## config.mk

```make
export PLATFORM = sky130hd
export DESIGN_NAME = counter_arbiter
export DESIGN_NICKNAME = d
export VERILOG_FILES = /design/src/rtl/counter_arbiter.sv
export SDC_FILE = /design/constraint.sdc
export NUM_CORES = 1
export LEC_CHECK = 0
export ABC_AREA = 1
export CORE_MARGIN = 2
export CORE_UTILIZATION = 44
export DETAILED_ROUTE_END_ITERATION = 16
export GPL_TIMING_DRIVEN = 0
export PLACE_DENSITY = 0.76
export REMOVE_ABC_BUFFERS = 1
export SLEW_MARGIN = 20
export SYNTH_ARGS = -nofsm -noshare
export SYNTH_HDL_FRONTEND = slang
export SYNTH_SLANG_ARGS = --single-unit
```

## constraint.sdc

```tcl
create_clock -name clk -period 1.8 [get_ports clk]
set_input_delay 0.36 -clock clk [delete_from_list [all_inputs] [get_ports clk]]
set_output_delay 0.36 -clock clk [all_outputs]
set_load 0.05 [all_outputs]
```

## src/rtl/counter_arbiter.sv

```systemverilog
// Round-robin arbiter/sequencer for one shared up-counter.
// Grants one requester at a time, counts 0..len, then pulses done to it.
module counter_arbiter #(
   parameter int NREQ  = 4,
   parameter int WIDTH = 8
) (
   input  logic                    clk,
   input  logic                    rst,
   input  logic [NREQ-1:0]         req,
   input  logic [NREQ*WIDTH-1:0]   len,
   output logic [NREQ-1:0]         gnt,
   output logic [NREQ-1:0]         done,
   output logic [WIDTH-1:0]        count,
   output logic                    busy
);

   // state  | meaning
   // IDLE   | arbitrate among req & ~mask, starting at ptr
   // RUN    | count owned by 'own', running 0..tgt
   // DONE   | one-cycle completion pulse, then back to IDLE
   localparam logic [1:0] S_IDLE = 2'd0;
   localparam logic [1:0] S_RUN  = 2'd1;
   localparam logic [1:0] S_DONE = 2'd2;

   localparam int              PW     = (NREQ > 2) ? $clog2(NREQ) : 1;
   localparam logic [PW:0]     NREQ_W = (PW+1)'(NREQ);
   localparam logic [PW-1:0]   LAST   = PW'(NREQ-1);

   logic [1:0]        state_q, state_d;
   logic [NREQ-1:0]   gnt_q, gnt_d;
   logic [NREQ-1:0]   done_q, done_d;
   logic [WIDTH-1:0]  count_q, count_d;
   logic              busy_q, busy_d;
   logic [PW-1:0]     ptr_q, ptr_d;
   logic [NREQ-1:0]   mask_q, mask_d;
   logic [PW-1:0]     own_q, own_d;
   logic [WIDTH-1:0]  tgt_q, tgt_d;

   logic [NREQ-1:0]   elig;
   logic              found;
   logic [PW-1:0]     win;
   logic [PW:0]       cand;
   logic [WIDTH-1:0]  len_win;
   logic [PW-1:0]     own_inc;

   // Search upward from ptr with wrap; first eligible index wins.
   always_comb begin
      elig  = req & ~mask_q;
      found = 1'b0;
      win   = '0;
      cand  = '0;
      for (int k = 0; k < NREQ; k++) begin
         cand = {1'b0, ptr_q} + (PW+1)'(k);
         if (cand >= NREQ_W) begin
            cand = cand - NREQ_W;
         end
         if (!found && elig[cand[PW-1:0]]) begin
            found = 1'b1;
            win   = cand[PW-1:0];
         end
      end
   end

   always_comb begin
      len_win = '0;
      for (int i = 0; i < NREQ; i++) begin
         if (win == PW'(i)) begin
            len_win = len[i*WIDTH +: WIDTH];
         end
      end
   end

   assign own_inc = (own_q == LAST) ? '0 : own_q + PW'(1);

   always_comb begin
      state_d = state_q;
      gnt_d   = gnt_q;
      done_d  = '0;
      count_d = count_q;
      busy_d  = busy_q;
      ptr_d   = ptr_q;
      mask_d  = mask_q;
      own_d   = own_q;
      tgt_d   = tgt_q;
      case (state_q)
         S_IDLE: begin
            mask_d  = '0;
            count_d = '0;
            gnt_d   = '0;
            busy_d  = 1'b0;
            if (found) begin
               state_d = S_RUN;
               gnt_d   = NREQ'(1) << win;
               tgt_d   = len_win;
               own_d   = win;
               busy_d  = 1'b1;
            end
         end
         S_RUN: begin
            // Abort wins over completion in the same cycle.
            if (!req[own_q]) begin
               state_d = S_IDLE;
               gnt_d   = '0;
               count_d = '0;
               ptr_d   = own_inc;
               busy_d  = 1'b0;
            end else if (count_q == tgt_q) begin
               state_d = S_DONE;
               gnt_d   = '0;
               done_d  = NREQ'(1) << own_q;
               ptr_d   = own_inc;
               mask_d  = NREQ'(1) << own_q;
            end else begin
               count_d = count_q + WIDTH'(1);
            end
         end
         S_DONE: begin
            state_d = S_IDLE;
            count_d = '0;
            busy_d  = 1'b0;
         end
         default: begin
            state_d = S_IDLE;
            gnt_d   = '0;
            count_d = '0;
            busy_d  = 1'b0;
            mask_d  = '0;
         end
      endcase
   end

   always_ff @(posedge clk) begin
      if (rst) begin
         state_q <= S_IDLE;
         gnt_q   <= '0;
         done_q  <= '0;
         count_q <= '0;
         busy_q  <= 1'b0;
         ptr_q   <= '0;
         mask_q  <= '0;
         own_q   <= '0;
         tgt_q   <= '0;
      end else begin
         state_q <= state_d;
         gnt_q   <= gnt_d;
         done_q  <= done_d;
         count_q <= count_d;
         busy_q  <= busy_d;
         ptr_q   <= ptr_d;
         mask_q  <= mask_d;
         own_q   <= own_d;
         tgt_q   <= tgt_d;
      end
   end

   assign gnt   = gnt_q;
   assign done  = done_q;
   assign count = count_q;
   assign busy  = busy_q;

endmodule
```

# Word-level counts from Yosys, hierarchy flattened
# Cells that the tools add are included.
# word_totals
reg_bits	35
latchBits	0
ram_bits	0
mem_bits_ro	0
inputBits	38
n_memories	0
# op_classes
n_addsub	9
multipliers	0
div	0
order_cmp	9
eq_ne	13
n_shift	2
muxes	43
bitwise	6
n_reduce_logical	15
# op_table
op	n
8-bit 2-to-1 mux	4
2-bit 2-to-1 mux	14
4-bit 2-to-1 mux	5
2-bit by 3-bit less-than comparator with 1-bit output, second input constant	5
4-bit case mux with 3 select lines	1
1-bit 2-to-1 mux	11
1-bit binary-select mux with 2-bit select	5
3-bit >= comparator, second input constant	3
8-bit by 1-bit adder with 8-bit output, second input constant	1
2-bit equality test, second input constant	4
8-bit equality test	1
2-bit != test, second input constant	4
4-bit case mux with 2 select lines	1
2-bit AND reduction	4
1-bit by 2-bit << shifter with 4-bit output, first input constant	2
2-bit by 1-bit subtractor with 2-bit output, second input constant	4
2-bit by 2-bit adder with 3-bit output, second input constant	2
4-bit bitwise AND	1
2-bit by 1-bit equality test with 1-bit output, second input constant	2
2-bit zero test	2
1-bit inverter	4
4-bit inverter	1
2-bit case mux with 2 select lines	1
4-bit OR reduction	1
other kinds (10)	14

# Longest topological paths before layout
# depth
word_depth	19
ltp_mapped	16

# Worst setup path after synthesis
# No wires, ideal clock.
# synth_path
kind	register -> register
startpoint	register count_q[5], in the netlist count[5]
endpoint	register count_q[6], in the netlist count[6]
setup_ns	0.118
arrival_ns	1.892
path_slack_ns	-0.210
stages_incl_launch_ff	11
n_path_buf	0
period_less_slack_ns	2.010
cell_sequence	dfxtp_1 > inv_1 > or2_2 > nand4_1 > nor2_1 > nand2_2 > nand3_1 > nor3_1 > nand2_1 > nand2_1 > a21oi_1
# synth_between
elab_chain_len	1
elab_cells_between_ends	2
cone_classes	add/sub: 1; eq/ne: 1
# synth_rtl
element	line	text
from (decl)	32	logic [WIDTH-1:0] count_q, count_d;
from (signal assigned)	147	count_q <= count_d;
8-bit by 1-bit adder with 8-bit output or 8-bit equality test (tied branches)	114, 107	
# Parallel ways exist; a longest one is shown, timed or not.
# A chain may end at the register's enable or synchronous reset.

# Worst setup path after layout
# layout_path
startpoint	register ptr_q[0]
endpoint	register tgt_q[4]
# layout_between
elab_chain_len	19
elab_cells_between_ends	46
cone_classes	add/sub: 7; order compare: 4; eq/ne: 3; mux: 24; reduce/logical: 8
# layout_rtl
element	line	text
from (decl)	34	logic [PW-1:0] ptr_q, ptr_d;
from (signal assigned)	149	ptr_q <= ptr_d;
branches (longest 19 deep; another with 2-bit by 1-bit adder with 3-bit output)	n/a	
to (signal assigned)	152	tgt_q <= tgt_d;
to (decl)	37	logic [WIDTH-1:0] tgt_q, tgt_d;
# Several ways; the timed one is not identified. The select of a mux whose other input is x is not followed.

==> impl_metrics.toml <==
[global_route]
grt_pass1_vias = 1839
grt_overflow = 0
grt_pass1_wl_um = 8270
grt_max_degree = 17
antenna_found_initial = 0
grt.total_usage_pct = 19.4

[final_layout]
final_cell_mix = "nand2_1 (64), inv_1 (37), clkdlybuf4s50_1 (36)"
drive_above_1_share_pct = 26.6
syn_to_final_growth_pct = 46.7
nets = 430
antenna_cells = 0
final_common_cell = "nand2_1"
finalCoreUtilization_pct = 67.2

[clock_tree]
cts-root-buf = "clkbuf_8"
cts_hold_buf = 0
clock_sinks = 35
cts_tree = "done"
cts_buffers = 5
htreeDepth = 2
clkTransAtPathRegs_ps = 70
clk_path_buf_depth = 2
clock_latency_ps = 290

[route]
first_pass_iters = 4
vias = 2263
drt-total-wl_um = 5580
wire_per_inst_um = 12.3
via_per_inst = 4.98
drtIter0Drc = 145
ant_nets = 0
drc_errors = 0

[synthesis]
netlist_area_mm2 = 0.00216
synth_enable_flop_cells = 0
postSynthCellCount = 318
synth_seq_area_share_pct = 32.4
yosysUniqueCellTypes = 33
postSynthAreaPerCell_um2 = 6.80
synth_ff_type = "dfxtp_1"
synth_seq_cells = 35
ys_warn_count = 0
ys_async_sr_fraction_pct = 0

[die]
die_w_um = 74.1
rows = 25
dieArea_mm2 = 0.00549
fp.dieH_um = 74.1
start_util_pct = 45.8
ios = 55
core_area_mm2 = 0.00472

[placement]
gp_congestion = 0.780
io_buffers = 54
hpwl_um = 3840

[power]
p_total_mw = 5.90
power_leakage_nw = 1.44
power.density_mw_per_mm2 = 1860
vdd.ir_drop.worst_v = 0.00164

[flow_run]
cap_violations = 0

[timing]
slew_headroom_pct = 48.1
final_hold_viol_count = 0
fmax_mhz = 536
setup_ws_ps = -67.3
rsz0062_at_grt = "true"
skew_ps = 9.26
slew_viol_final = 0
finalSetupViolations = 8
min_period_over_period_pct = 104
worstMarginPinSlew_ps = 779
period_needed_ps = 1870

[critical_path]
cp_data_required_time_ps = 2020
cp_data_arrival_time_ps = 2090
critical_path_class = "reg -> reg"
path_max_fanout = 8
cp-start-kind = "register"
r2r_slack_ps = -70
end_kind = "register"

[outcome]
violations = "negative setup slack"
outcome = "finished with violations"

[min_path]
min_path_type = "reg -> reg"
## through the flow
stage / std cells / hold slack [ps] / cell area [um2] / setup slack, ps / setup TNS, ps
2_1_floorplan: 311 / 422 / 2110 / -210 / -1790
3_3_place_gp: 432 / 439 / 2730 / -689 / -15030
3_5_place_dp: 432 / 460 / 2730 / -705 / -15710
4_1_cts: 449 / 469 / 2960 / -13.5 / -23.4
5_1_grt: 454 / 481 / 3170 / -185 / -1430
6_report: 454 / 469 / 3170 / -67.3 / -371
## final timing paths
kind                            cells after the start      from        to
worst min register to register                      2      busy      busy
worst max-delay path                               14  ptr_q[0]  tgt_q[4]
worst max register to register                     14  ptr_q[0]  tgt_q[4]
worst min-delay path                                2      busy      busy
## what timing repair did
item | in CTS | in global routing
buffers inserted | 8 | 4
pin swaps | 9 | 15
gates cloned | 2 | 1
gates resized for setup | 38 | 51
hold endpoints to repair | 0 | 0
setup endpoints to repair | 37 | 26
## metal layers
layer  vias up  track usage (%)  share of wire, %
met3         5             3.39               3.4
li1       1174                -                 -
met2        51             31.2                49
met5         -                0                 0
met4         0             7.27               1.3
met1      1033             26.1                47
## area by class of cell
class	count	area, um2
Inverter	49	201
Fill cell	404	1550
Sequential cell	35	709
Timing Repair Buffer	66	623
Clock inverter	1	5.00
Clock buffer	6	82.6
Multi-Input combinational cell	230	1470
Tap cell	67	83.8
## critical path, cell delays in order, from the launching register on
cell and delay [ps]:
dfxtp_4 400, inv_8 100, nand3_2 100, nand2_1 110, nand2_1 60, nand2_2 80, nand4_1 110, nand2_2 120
nand2_4 110, buf_4 170, nor2_4 130, nand2_1 60, nand4_1 70, nand2_1 70, a21oi_2 100
## power breakdown
part / switching (mW) / internal (mW)
Clock: 0.264 / 0.300
Sequential: 0.202 / 0.958
Combinational: 2.64 / 1.53
## synth_stat cells (3+ instances only)
library cell  number  area share [%]
nor3_1             3            0.69
nand3_1           32             7.4
o21ai_1            3            0.69
ha_1               5             2.9
or2_2              3            0.87
inv_2              3            0.52
nand2_4            3             1.6
nand2_1           77              13
a21oi_1           14             3.2
o21ai_0           13             3.0
nand4_1           10             2.9
inv_1             44             7.6
dfxtp_1           35              32
a21oi_2            8             3.2
o32ai_1            4             1.6
nor2_1            29             5.0
nand2_2            7             2.0
nand3_2            5             2.3
## cells by family after synthesis
group           synth area share (%)
buf+inv                         11.6
fa+ha+maj                       2.89
compound gates                  13.1
xor+xnor                       0.405
flops                           32.4
simple gates                    39.6
## flip-flops by register name (all words and copies together), names as in the netlist
signal   cells
busy         1
count        8
done         4
gnt          4
mask_q       4
own_q        2
ptr_q        2
state_q      2
tgt_q        8
No activity file was read; power rests on OpenSTA's default activity.
